`config.mk`:
```
export PLATFORM = sky130hd
export DESIGN_NAME = oam_dma_arbiter
export DESIGN_NICKNAME = d
export VERILOG_FILES = /design/src/rtl/oam_dma_arbiter.sv
export SDC_FILE = /design/constraint.sdc
export NUM_CORES = 1
export LEC_CHECK = 0
export CORE_AREA = 2 2 63 89
export DETAILED_ROUTE_END_ITERATION = 6
export DIE_AREA = 0 0 65 91
export GPL_TIMING_DRIVEN = 0
export PLACE_DENSITY = 0.66
export SYNTH_ARGS = -nofsm -noshare
export SYNTH_HDL_FRONTEND = slang
export SYNTH_SLANG_ARGS = --single-unit
```
`constraint.sdc`:
```
create_clock -name clk -period 2.94 [get_ports clk]
set_input_delay 0.588 -clock clk [delete_from_list [all_inputs] [get_ports clk]]
set_output_delay 0.588 -clock clk [all_outputs]
set_load 0.01 [all_outputs]
```
`src/rtl/oam_dma_arbiter.sv`:
```
// OAM DMA sequencer and single-port memory arbiter between the CPU bus and the DMA engine.
// Optional restart-on-rewrite while busy is enabled by defining OAM_DMA_RESTART_EN.
module oam_dma_arbiter #(
    parameter int unsigned LEN          = 160,
    parameter logic [15:0] DMA_REG_ADDR = 16'hFF46,
    parameter logic [15:0] DEST_BASE    = 16'hFE00
) (
    input  logic        clk,
    input  logic        rst,
    input  logic [15:0] cpu_addr,
    input  logic        cpu_rd,
    input  logic        cpu_wr,
    input  logic [7:0]  cpu_wdata,
    output logic [7:0]  cpu_rdata,
    output logic [15:0] mem_addr,
    output logic        mem_rd,
    output logic        mem_wr,
    output logic [7:0]  mem_wdata,
    input  logic [7:0]  mem_rdata,
    output logic        dma_busy,
    output logic        dma_done
);

    localparam int unsigned IDX_W = (LEN > 1) ? $clog2(LEN) : 1;
    localparam logic [IDX_W-1:0] LAST_IDX = IDX_W'(LEN - 1);

    typedef enum logic [1:0] {IDLE, START, READ, WRITE} state_t;

    state_t           state, state_next;
    logic [IDX_W-1:0] idx, idx_next;
    logic [7:0]       dma_reg, dma_reg_next;
    logic [7:0]       latch, latch_next;
    logic             done_next;

    logic reg_hit, hram_hit, cpu_hram, reg_wr, stall, restart, last;

    assign reg_hit  = (cpu_addr == DMA_REG_ADDR);
    assign hram_hit = (cpu_addr >= 16'hFF80) && (cpu_addr <= 16'hFFFE);
    assign cpu_hram = (cpu_rd | cpu_wr) & hram_hit & ~reg_hit;
    assign reg_wr   = cpu_wr & reg_hit;
    assign dma_busy = (state != IDLE);
    assign last     = (idx == LAST_IDX);
    // START never touches memory, so only READ/WRITE yield to an HRAM access
    assign stall    = cpu_hram && (state == READ || state == WRITE);

`ifdef OAM_DMA_RESTART_EN
    assign restart = dma_busy & reg_wr;
`else
    assign restart = 1'b0;
`endif

    always_comb begin
        mem_addr  = cpu_addr;
        mem_rd    = 1'b0;
        mem_wr    = 1'b0;
        mem_wdata = cpu_wdata;
        cpu_rdata = mem_rdata;

        if (reg_hit) begin
            cpu_rdata = dma_reg;
        end else if (dma_busy && !hram_hit) begin
            cpu_rdata = 8'hFF;
        end

        if (!dma_busy || cpu_hram) begin
            if (!reg_hit) begin
                mem_wr = cpu_wr;
                mem_rd = cpu_rd & ~cpu_wr;
            end
        end else if (!restart) begin
            case (state)
                READ: begin
                    mem_addr = {dma_reg, 8'h00} + 16'(idx);
                    mem_rd   = 1'b1;
                end
                WRITE: begin
                    mem_addr  = DEST_BASE + 16'(idx);
                    mem_wr    = 1'b1;
                    mem_wdata = latch;
                end
                default: ;
            endcase
        end
    end

    always_comb begin
        state_next   = state;
        idx_next     = idx;
        dma_reg_next = dma_reg;
        latch_next   = latch;
        done_next    = 1'b0;

        case (state)
            IDLE: begin
                if (reg_wr) begin
                    state_next   = START;
                    dma_reg_next = cpu_wdata;
                    idx_next     = '0;
                end
            end
            START: state_next = READ;
            READ: begin
                if (!stall) begin
                    latch_next = mem_rdata;
                    state_next = WRITE;
                end
            end
            WRITE: begin
                if (!stall) begin
                    if (last) begin
                        state_next = IDLE;
                        done_next  = 1'b1;
                    end else begin
                        idx_next   = idx + 1'b1;
                        state_next = READ;
                    end
                end
            end
            default: state_next = IDLE;
        endcase

        if (restart) begin
            state_next   = START;
            dma_reg_next = cpu_wdata;
            idx_next     = '0;
            done_next    = 1'b0;
        end
    end

    always_ff @(posedge clk or posedge rst) begin
        if (rst) begin
            state    <= IDLE;
            idx      <= '0;
            dma_reg  <= '0;
            latch    <= '0;
            dma_done <= 1'b0;
        end else begin
            state    <= state_next;
            idx      <= idx_next;
            dma_reg  <= dma_reg_next;
            latch    <= latch_next;
            dma_done <= done_next;
        end
    end

endmodule

```
[Word level (Yosys, flattened, before mapping)]
Cells that the tools add are included.
Storage, ports and cells
  register bits after elaboration: 27
  logic and storage cells: 65
  input bits: 36
  output and inout port bits: 36
Cells by class
  mux-type cells: 24
  eq/ne operators: 9
  add/subtract/negate cells: 3
  bitwise gates (word level): 8
  magnitude comparators: 2
  reduce and logical (&&, ||, !) cells: 14
Operators with widths (number)
  8-bit 2-to-1 mux: 7
  16-bit case mux with 2 select lines: 1
  16-bit by 8-bit adder with 16-bit output: 1
  16-bit == test (second input constant): 1
  16-bit greater-or-equal comparator (second input constant): 1
  16-bit <= comparator (second input constant): 1
  16-bit 2-to-1 mux: 1
  8-bit case mux with 2 select lines: 1
  10-bit by 9-bit adder with 11-bit output (first input constant): 1
  1-bit 2-to-1 mux: 9
  8-bit by 1-bit adder with 8-bit output (second input constant): 1
  8-bit == test (second input constant): 1
  2-bit 2-to-1 mux: 4
  2-bit != test (second input constant): 4
  2-bit case mux with 4 select lines: 1
  1-bit AND: 4
  2-bit == test (second input constant): 2
  2-bit AND reduction: 2
  4-bit AND reduction: 1
  2-bit nonzero test: 2
  1-bit logical AND: 3
  1-bit NOT: 3
  3-bit AND reduction: 1
  2-bit by 1-bit == test with 1-bit output (second input constant): 1
  other kinds (4): 6

[Logic depth before layout (Yosys ltp)]
Gate-level depths: netlist of run 1.
  depth in word-level cells: 7
  mapped depth: 7
  mapped depth without buffers: 5

[Worst setup path before layout of run 1]
OpenSTA, ideal clock, no wires.
  path kind: input port to output port
  start point: in cpu_addr[3]
  end point: out mem_addr[10]
  buffers on the path: 2
  stages on the path: 6
  path slack: 0.311 ns
  data arrival time: 2.041 ns
  required time: 2.352 ns
  cell sequence: or4_4 -> nor2_2 -> o31ai_1 -> buf_2 -> buf_2 -> o21ai_0
Between the ends
  word-level cells in the longest chain between the ends: 6
  elaborated cells between the ends (all ways): 9
  classes of those cells: order compare: 2; eq/ne: 1; mux: 1; bitwise: 3; reduce/logical: 2
RTL lines
  start, declared: line 10  | input logic [15:0] cpu_addr,
  16-bit greater-or-equal comparator / 16-bit <= comparator (equally long branches): line 38  | assign hram_hit = (cpu_addr >= 16'hFF80) && (cpu_addr <= 16'hFFFE);
  1-bit logical AND: line 38
  1-bit AND: line 39  | assign cpu_hram = (cpu_rd | cpu_wr) & hram_hit & ~reg_hit;
  1-bit AND *: line 39
  1-bit logical OR *: line 65  | if (!dma_busy || cpu_hram) begin
  16-bit 2-to-1 mux *: line 65
  end, declared: line 15  | output logic [15:0] mem_addr,
Mark *: on every way between the ends. The rest lies on a longest branch, timed or not.

[Worst setup path in the final report of run 1]
  start point: in cpu_addr[3]
  end point: out mem_wdata[2]
Between the ends
  word-level cells in the longest chain between the ends: 6
  elaborated cells between the ends (all ways): 9
  classes of those cells: order compare: 2; eq/ne: 1; mux: 1; bitwise: 3; reduce/logical: 2
RTL lines
  16-bit greater-or-equal comparator / 16-bit <= comparator (equally long branches): line 38
  1-bit logical AND: line 38
  1-bit AND: line 39
  1-bit AND *: line 39
  1-bit logical OR *: line 65
  8-bit 2-to-1 mux *: line 65
  end, declared: line 18  | output logic [7:0] mem_wdata,
Marked as above.

==> flow_metrics.py, run 1 <==
metrics = {
    "run_status": {
        "outcome": "completed",
    },
    "route": {
        "dr_wl_met3_um": 334,
        "vias": 1854,
        "dr.pass1.iters": 4,
        "avgViaCountPerCell": 5.390,
        "route.detailed.drc": 0,
        "wl_met2_um": 3291,
        "top_layer_used": "met4",
        "ant_nets": 0,
        "first_iter_violations": 88,
        "wl_per_cell_um": 17.96,
        "drt_wl_total_um": 6178,
        "met1_length_um": 2463,
    },
    "logic_synthesis": {
        "syn_area_per_cell_um2": 9.981,
        "synthesis.instances": 175,
        "async_flop_share_pct": 100.0,
        "yosys.area.top_type": "dfrtp_1",
        "synthDominantCellAreaShare_pct": 38.68,
        "synth_edf_count": 0,
        "synth_most_common_cell": "mux2_2",
        "synth_warnings": 0,
        "yosys-top-cells-area": "dfrtp_1 (39%), mux2_2 (18%), o22a_1 (4.5%), o21ai_0 (4.0%), nand2_1 (3.0%)",
        "syn-cell-area_um2": 1747,
        "syn-num-nets": 212,
        "netlist_top_cells_count": "mux2_2 (28), dfrtp_1 (27), nand2_1 (14), o21ai_0 (14), nor2_1 (12)",
        "ys_types": 48,
        "seq_area_frac_synth_pct": 38.68,
        "ys_ff_latch": 27,
        "ys.flop_type": "dfrtp_1",
    },
    "timing": {
        "finalHoldViolCount": 0,
        "skew_ns": 0.004206,
        "setup_viol": 0,
        "tightest_slew_ns": 1.057,
        "timing.final.crit_share_pct": 99.60,
        "min_period_ns": 2.928,
        "clock.fmax_ghz": 0.3415,
        "relSlewSlack_pct": 29.47,
        "drv_slew": 0,
        "rsz0062_at_grt": "true",
    },
    "global_route": {
        "grt_max_degree": 28,
        "grt_overflow": 0,
        "grtUsageTotal_pct": 21.37,
        "antenna_found_initial": 0,
        "grt_pass1_wl_um": 9832,
        "grt_pass1_vias": 1917,
    },
    "pwr": {
        "leakage_nw": 1.283,
        "peakVddDrop_mv": 0.2665,
        "power.density_nw_per_um2": 510.9,
        "power_w": 0.001472,
    },
    "floorplan": {
        "ios": 72,
        "die_h_um": 91,
        "core_um2": 5081,
        "num_rows": 31,
        "start_util_pct": 34.38,
        "dieArea_um2": 5915,
        "die_x_um": 65,
    },
    "clock_network": {
        "cts_buffers": 3,
        "clkTransAtPathRegs_ns": 0.10,
        "cts_root_buf": "clkbuf_8",
        "clk_latency_ns": 0.27,
        "htree_levels": 1,
        "clkSinkCount": 27,
        "clockBufferDepth": 2,
        "cts_tree": "built",
    },
    "critical_path": {
        "path_buf_inv": 4,
        "critPathSlowestCell": "or4_4",
        "cpLargestDelayFamily": "simple AND/OR/NAND/NOR gates",
        "critPathRequiredTime_ns": 2.35,
        "critPathLaunchType": "input pin",
        "path_max_fanout": 6,
        "worstSetupPathType": "input pin to output port",
        "crit_path_end_kind": "output port",
        "path_cells": "buf_8 > or4_4 > nor2_4 > buf_6 > nor3_4 > nor2_4 > buf_6 > mux2_4 > buf_6",
        "cpPeakStageDelay_ns": 0.56,
        "cp_data_arrival_time_ns": 2.34,
        "critPathMostFrequentCell": "buf_6",
    },
    "finish": {
        "final_core_util_pct": 56.69,
        "antenna_cells": 0,
        "areaGrowthSynthToFinish_pct": 64.90,
        "nets": 316,
        "fillCellCount": 477,
        "instances_no_fill": 344,
        "drive_above_1_share_pct": 42.81,
    },
    "placement": {
        "port_buffers": 71,
        "dp.cells": 312,
        "gp_congestion": 0.9168,
        "dpl.hpwl_um": 4072,
    },
    "min_path": {
        "worstHoldPathType": "flip-flop to flip-flop",
    },
    "run": {
        "maxCapViolCount": 0,
    },
}
[worst register-to-register path, stage by stage, from the launching register on]
cell and delay [ns]:
dfrtp_1 0.46, nor2_1 0.44, a32o_2 0.41, o21ai_2 0.10, a22o_1 0.25
[worst paths after layout]
check / start / end / slack (ns) / cells after the start
max in group asynchronous: rst / dma_reg[0]$_DFFE_PP0P_ / 1.43 / 2
max reg2reg: state[1]$_DFFE_PP0P_ / idx[0]$_DFFE_PP0P_ / 1.17 / 4
min in group asynchronous: rst / dma_done$_DFF_PP0_ / 0.87 / 2
min reg2reg: idx[7]$_DFFE_PP0P_ / idx[7]$_DFFE_PP0P_ / 0.51 / 1
min: idx[7]$_DFFE_PP0P_ / idx[7]$_DFFE_PP0P_ / 0.51 / 1
max: cpu_addr[3] / mem_wdata[2] / 0.01 / 9
[cell type report]
| type | instances | area [um^2] | area share [%] |
|---|---|---|---|
| clock buffer | 4 | 45.04 | 1.564 |
| sequential | 27 | 675.6 | 23.46 |
| multi-input combinational | 134 | 1139 | 39.53 |
| timing repair buffer | 100 | 855.8 | 29.71 |
| inverter | 7 | 26.28 | 0.9123 |
| tap | 66 | 82.58 | 2.867 |
| buffer | 6 | 56.30 | 1.955 |
[report_power, final]
group	switching [W]	internal, W	leakage (nW)
registers	0.0000881	0.000461	0.341
clock network	0.000119	0.0000973	0.0228
logic	0.000341	0.000366	0.920
total	0.000548	0.000923	1.28
[placed cells by master, fill, tap and decap left out, types with 3 or more instances in the layout]
cell	netlist	layout
and3_1	4	4
nor2_1	12	11
mux2_4	0	8
o21ai_0	14	6
clkdlybuf4s50_1	0	19
dlygate4sd2_1	0	15
buf_6	1	17
o22a_1	9	9
nand4_1	6	6
inv_1	7	7
buf_2	4	18
dfrtp_1	27	27
mux2_2	28	20
clkbuf_8	0	3
clkbuf_2	0	4
nand2_1	14	13
buf_4	0	24
o21ai_1	1	7
a31oi_1	6	6
[metrics by stage]
step / worst slack (ns) / TNS, ns / cell area, um^2 / hold WS, ns
3_5_place_dp: -0.9569 / -29.14 / 2540 / 0.4867
3_3_place_gp: -0.9499 / -28.74 / 2540 / 0.4802
6_report: 0.01174 / 0 / 2880 / 0.5130
5_1_grt: -0.02680 / -0.1250 / 2880 / 0.5432
4_1_cts: 0.001610 / 0 / 2769 / 0.5002
2_1_floorplan: 0.3111 / 0 / 1747 / 0.4455
[timing repair]
| item | CTS | global route |
|---|---|---|
| hold buffers | 0 | 0 |
| pin swaps | 21 | 10 |
| setup endpoints to repair | 34 | 20 |
| gates cloned | 3 | 0 |
| gates resized for setup | 186 | 37 |
| buffers inserted | 21 | 6 |
[cell families (layout without fill, tap and decap cells)]
family                   after synthesis  count (layout)  share of synthesized area [%]
AO/OA/AOI/OAI                         47              47                          19.13
XOR/XNOR                               1               1                         0.5015
adder cells (fa/ha/maj)                1               1                         0.7162
buffers and inverters                 14             117                          3.725
flip-flops                            27              27                          38.68
multiplexers                          29              29                          18.70
AND/OR/NAND/NOR                       56              56                          18.55
[layer usage]
metal	GRT usage, %	vias up
li1	-	867
met1	25.69	914
met2	37.46	64
met3	4.089	9
met4	7.092	0
met5	0	-
(Power assumes the default switching activity.)
==> inputs of run 2 (changes only) <==
--- a/config.mk
+++ b/config.mk
@@ -9,6 +9,7 @@
 export DETAILED_ROUTE_END_ITERATION = 6
 export DIE_AREA = 0 0 65 91
 export GPL_TIMING_DRIVEN = 0
+export MAX_ROUTING_LAYER = met4
 export PLACE_DENSITY = 0.66
 export SYNTH_ARGS = -nofsm -noshare
 export SYNTH_HDL_FRONTEND = slang
==> flow_metrics.py, run 2 (same netlist as run 1, synthesis figures left out) <==
metrics = {
    "critical_path": {
        "critPathRequiredTime_ns": 2.35,
        "cp_data_arrival_time_ns": 2.34,
        "r2r-start": "state[1]$_DFFE_PP0P_",
        "critPathMostFrequentCell": "buf_6",
        "path_cells": "buf_8 > or4_4 > nor2_4 > buf_6 > nor3_4 > nor2_4 > buf_6 > mux2_4 > buf_6",
        "critPathLaunchType": "input pin",
        "setup.worst_path.start": "cpu_addr[3]",
        "crit_path_end_kind": "output port",
        "critPathSlowestCell": "or4_4",
        "worstSetupPathType": "input pin to output port",
        "cpPeakStageDelay_ns": 0.56,
        "path_max_fanout": 6,
    },
    "clock_network": {
        "cts_root_buf": "clkbuf_8",
        "clkTransAtPathRegs_ns": 0.10,
        "cts_buffers": 3,
        "cts_tree": "built",
        "clk_latency_ns": 0.27,
        "clockBufferDepth": 2,
        "clkSinkCount": 27,
        "cts-hold-fix-buffers": 0,
        "htree_levels": 1,
    },
    "pwr": {
        "power_w": 0.001472,
        "peakVddDrop_mv": 0.2675,
        "leakage_nw": 1.283,
        "power.density_nw_per_um2": 511.2,
    },
    "timing": {
        "setup_viol": 0,
        "tightest_slew_ns": 1.059,
        "clock.fmax_ghz": 0.3412,
        "drv_slew": 0,
        "finalHoldViolCount": 0,
        "min_period_ns": 2.931,
        "relSlewSlack_pct": 29.31,
        "hold_ws_ns": 0.5132,
        "timing.final.crit_share_pct": 99.69,
        "rsz0062_at_grt": "true",
        "tns_ns": 0,
        "skew_ns": 0.003980,
    },
    "global_route": {
        "grt_max_degree": 28,
        "grt_pass1_wl_um": 9825,
        "grt_overflow": 0,
        "grt_pass1_vias": 1916,
        "antenna_found_initial": 0,
        "grtUsageTotal_pct": 21.95,
    },
    "floorplan": {
        "ios": 72,
        "num_rows": 31,
        "core_um2": 5081,
        "dieArea_um2": 5915,
        "die_h_um": 91,
        "start_util_pct": 34.38,
        "die_x_um": 65,
    },
    "route": {
        "route.detailed.drc": 0,
        "dr.pass1.iters": 4,
        "ant_nets": 0,
        "first_iter_violations": 67,
        "avgViaCountPerCell": 5.360,
        "vias": 1844,
        "wl_per_cell_um": 17.96,
        "drt_wl_total_um": 6177,
    },
    "run": {
        "maxCapViolCount": 0,
    },
    "min_path": {
        "worstHoldPathType": "flip-flop to flip-flop",
        "min_from": "idx[7]$_DFFE_PP0P_",
    },
    "finish": {
        "final_cell_mix": "dfrtp_1 (27), buf_4 (24), mux2_2 (20)",
        "final_core_util_pct": 56.69,
        "layout_commonest_cell": "dfrtp_1",
        "drive_above_1_share_pct": 42.81,
        "fillCellCount": 477,
        "areaGrowthSynthToFinish_pct": 64.90,
        "nets": 316,
        "antenna_cells": 0,
    },
    "placement": {
        "dpl.hpwl_um": 4072,
        "gp_congestion": 0.9327,
        "port_buffers": 71,
    },
    "run_status": {
        "outcome": "completed",
    },
}
-- run 2: cell counts in the layout (fill, tap and decap cells not counted) --
No cell type changed its count.
-- run 2: report_power, final --
part           switching, W  total (W)  leakage (nW)  internal (W)
clock              0.000121   0.000218        0.0228     0.0000973
combinational      0.000340   0.000706         0.920      0.000366
sequential        0.0000881   0.000549         0.341      0.000461
-- run 2: final timing paths --
path / depth (start not counted) / slack (ns) / endpoint
hold / removal: 1 / 0.51 / idx[7]$_DFFE_PP0P_
hold reg to reg: 1 / 0.51 / idx[7]$_DFFE_PP0P_
max in group asynchronous: 2 / 1.43 / dma_reg[0]$_DFFE_PP0P_
setup / recovery: 9 / 0.009 / mem_wdata[2]
min in group asynchronous: 2 / 0.87 / dma_done$_DFF_PP0_
setup reg to reg: 3 / 1.18 / dma_reg[7]$_DFFE_PP0P_
-- run 2: worst max-delay path, delay by kind of cell --
kind | cells | cell delay (ns)
and+or+nand+nor | 4 | 0.92
buffers and inverters | 4 | 0.51
muxes | 1 | 0.31
-- run 2: cell type report --
cell class              count  area, um^2  area share [%]
repair buffers            100       855.8           29.71
clock buffers               4       45.04           1.564
multi-input cells         134        1139           39.53
well taps                  66       82.58           2.867
inverters                   7       26.28          0.9123
plain buffers               6       56.30           1.955
flip-flops and latches     27       675.6           23.46
-- run 2: stage by stage --
step / area [um^2] / setup slack [ns] / cells
after floorplan: 1747 / 0.3111 / 175
after global placement: 2540 / -0.9499 / 312
after detailed placement: 2540 / -0.9569 / 312
after CTS: 2769 / 0.001610 / 338
after global routing: 2880 / -0.02680 / 344
final: 2880 / 0.009223 / 344
-- run 2: what timing repair did --
item                       4_1_cts  5_1_grt
gates cloned                     3        0
setup buffers                   21        6
setup endpoints to repair       34       20
gates resized for setup        186       37
pin swaps                       21       10
-- run 2: routing by layer --
| layer | up-vias | global-route usage, % | wire length, um |
|---|---|---|---|
| li1 | 871 | - | - |
| met1 | 894 | 25.77 | 2465 |
| met2 | 70 | 37.71 | 3280 |
| met3 | 9 | 3.965 | 341 |
| met4 | 0 | 6.560 | 89 |
| met5 | - | - | 0 |
==> inputs of run 3 (changes only) <==
--- a/config.mk
+++ b/config.mk
@@ -5,6 +5,7 @@
 export SDC_FILE = /design/constraint.sdc
 export NUM_CORES = 1
 export LEC_CHECK = 0
+export CAP_MARGIN = 20
 export CORE_AREA = 2 2 63 89
 export DETAILED_ROUTE_END_ITERATION = 6
 export DIE_AREA = 0 0 65 91
==> flow_metrics.py, run 3 (same netlist as run 1, synthesis figures left out) <==
metrics = {
    "run_status": {
        "outcome": "completed",
    },
    "global_route": {
        "grt_overflow": 0,
        "grt_pass1_vias": 1916,
        "antenna_found_initial": 0,
        "grtUsageTotal_pct": 21.95,
        "grt_pass1_wl_um": 9825,
        "grt_max_degree": 28,
    },
    "finish": {
        "antenna_cells": 0,
        "final_core_util_pct": 57.23,
        "instances_no_fill": 345,
        "final_cell_mix": "dfrtp_1 (27), buf_4 (24), mux2_2 (20)",
        "drive_above_1_share_pct": 43.01,
        "fillCellCount": 476,
        "areaGrowthSynthToFinish_pct": 66.48,
        "nets": 317,
        "design_area_um2": 2908,
        "layout_commonest_cell": "dfrtp_1",
    },
    "timing": {
        "tns_ns": 0,
        "clock.fmax_ghz": 0.3413,
        "skew_ns": 0.004250,
        "finalHoldViolCount": 0,
        "drv_slew": 0,
        "hold_ws_ns": 0.5113,
        "tightest_slew_ns": 0.5387,
        "rsz0062_at_grt": "true",
        "relSlewSlack_pct": 64.05,
        "setup_viol": 0,
        "timing.final.crit_share_pct": 99.65,
        "min_period_ns": 2.930,
    },
    "critical_path": {
        "critPathRequiredTime_ns": 2.35,
        "critPathMostFrequentCell": "buf_6",
        "worstSetupPathType": "input pin to output port",
        "path_cells": "buf_8 > or4_4 > nor2_4 > buf_6 > nor3_4 > nor2_4 > buf_6 > mux2_4 > buf_6",
        "crit_path_end_kind": "output port",
        "cpPeakStageDelay_ns": 0.56,
        "critPathLaunchType": "input pin",
        "worstRegToRegCells": 4,
        "critPathSlowestCell": "or4_4",
        "cp_data_arrival_time_ns": 2.34,
        "path_max_fanout": 6,
    },
    "placement": {
        "post_dp_cell_area_um2": 2540,
        "dp.cells": 312,
        "dpl.hpwl_um": 4072,
        "gp_congestion": 0.9327,
        "port_buffers": 71,
    },
    "clock_network": {
        "clkTransAtPathRegs_ns": 0.10,
        "clk_latency_ns": 0.28,
        "cts_root_buf": "clkbuf_8",
        "clkSinkCount": 27,
        "htree_levels": 1,
        "clockBufferDepth": 2,
        "cts_tree": "built",
        "cts_buffers": 3,
    },
    "route": {
        "vias": 1825,
        "avgViaCountPerCell": 5.290,
        "dr_wl_met3_um": 330,
        "first_iter_violations": 108,
        "ant_nets": 0,
        "dr.pass1.iters": 4,
        "met1_length_um": 2505,
        "wl_per_cell_um": 18.16,
        "top_layer_used": "met4",
        "drt_wl_total_um": 6266,
        "route.detailed.drc": 0,
        "wl_met2_um": 3340,
    },
    "floorplan": {
        "die_x_um": 65,
        "die_h_um": 91,
        "core_um2": 5081,
        "start_util_pct": 34.38,
        "ios": 72,
        "dieArea_um2": 5915,
        "num_rows": 31,
    },
    "pwr": {
        "power_frac_comb_pct": 48.1,
        "seqPwrFrac_pct": 37.1,
        "power.switching_w": 0.0005539,
        "peakVddDrop_mv": 0.2679,
        "intPower_w": 0.0009275,
        "leakage_nw": 1.296,
        "power.density_nw_per_um2": 509.5,
        "swShare_pct": 37.39,
        "power_frac_clock_pct": 14.8,
    },
    "min_path": {
        "min_path_cells": 1,
        "worstHoldPathType": "flip-flop to flip-flop",
    },
    "run": {
        "maxCapViolCount": 0,
    },
}
run 3: cell types whose count changed in the layout (fill, tap and decap cells not counted), sizes merged:
cell	previous run	this run
buf	63	64
run 3: power groups by stage:
stage          logic (W)  registers, W  clock network [W]
5_1_grt         0.000778      0.000563           0.000236
3_3_place_gp    0.000702      0.000549                  0
6_report        0.000713      0.000549           0.000220
4_1_cts         0.000652      0.000544           0.000222
2_1_floorplan   0.000376      0.000525                  0
3_5_place_dp    0.000707      0.000552                  0
run 3: critical path: cells and delay by family:
kind | cells | cell delay, ns
buf+inv | 4 | 0.51
mux | 1 | 0.31
simple gates | 4 | 0.93
run 3: repair_timing:
| action | 4_1_cts | 5_1_grt |
|---|---|---|
| hold buffers | 0 | 0 |
| pin swaps | 21 | 10 |
| resized for setup | 186 | 37 |
| endpoints found under the setup margin | 34 | 20 |
| setup buffers | 21 | 6 |
| cloned | 3 | 0 |
run 3: cell type report:
type	count	area (um^2)	share of cell area (%)
Sequential cell	27	675.6	23.24
Tap cell	66	82.58	2.840
Inverter	7	26.28	0.9036
Clock buffer	4	45.04	1.549
Buffer	6	56.30	1.936
Timing Repair Buffer	101	883.3	30.38
Multi-Input combinational cell	134	1139	39.16
run 3: worst paths after layout:
path	start	endpoint	slack, ns
worst max register to register	state[1]$_DFFE_PP0P_	idx[0]$_DFFE_PP0P_	1.17
max in group asynchronous	rst	dma_reg[0]$_DFFE_PP0P_	1.99
worst max-delay path	cpu_addr[3]	mem_wdata[2]	0.01
min in group asynchronous	rst	dma_done$_DFF_PP0_	0.54
worst min-delay path	idx[7]$_DFFE_PP0P_	idx[7]$_DFFE_PP0P_	0.51
worst min register to register	idx[7]$_DFFE_PP0P_	idx[7]$_DFFE_PP0P_	0.51
run 3: through the flow:
stage	worst slack [ns]	total power, W
finish	0.01032	0.001481
global route	-0.02680	0.001576
CTS	0.001610	0.001418
detailed placement	-0.9569	0.001259
global placement	-0.9499	0.001251
floorplan	0.3111	0.0009008
run 3: layer usage:
layer	vias up	track usage [%]
met3	9	3.965
met1	880	25.77
met5	-	-
met4	0	6.560
li1	871	-
met2	65	37.71
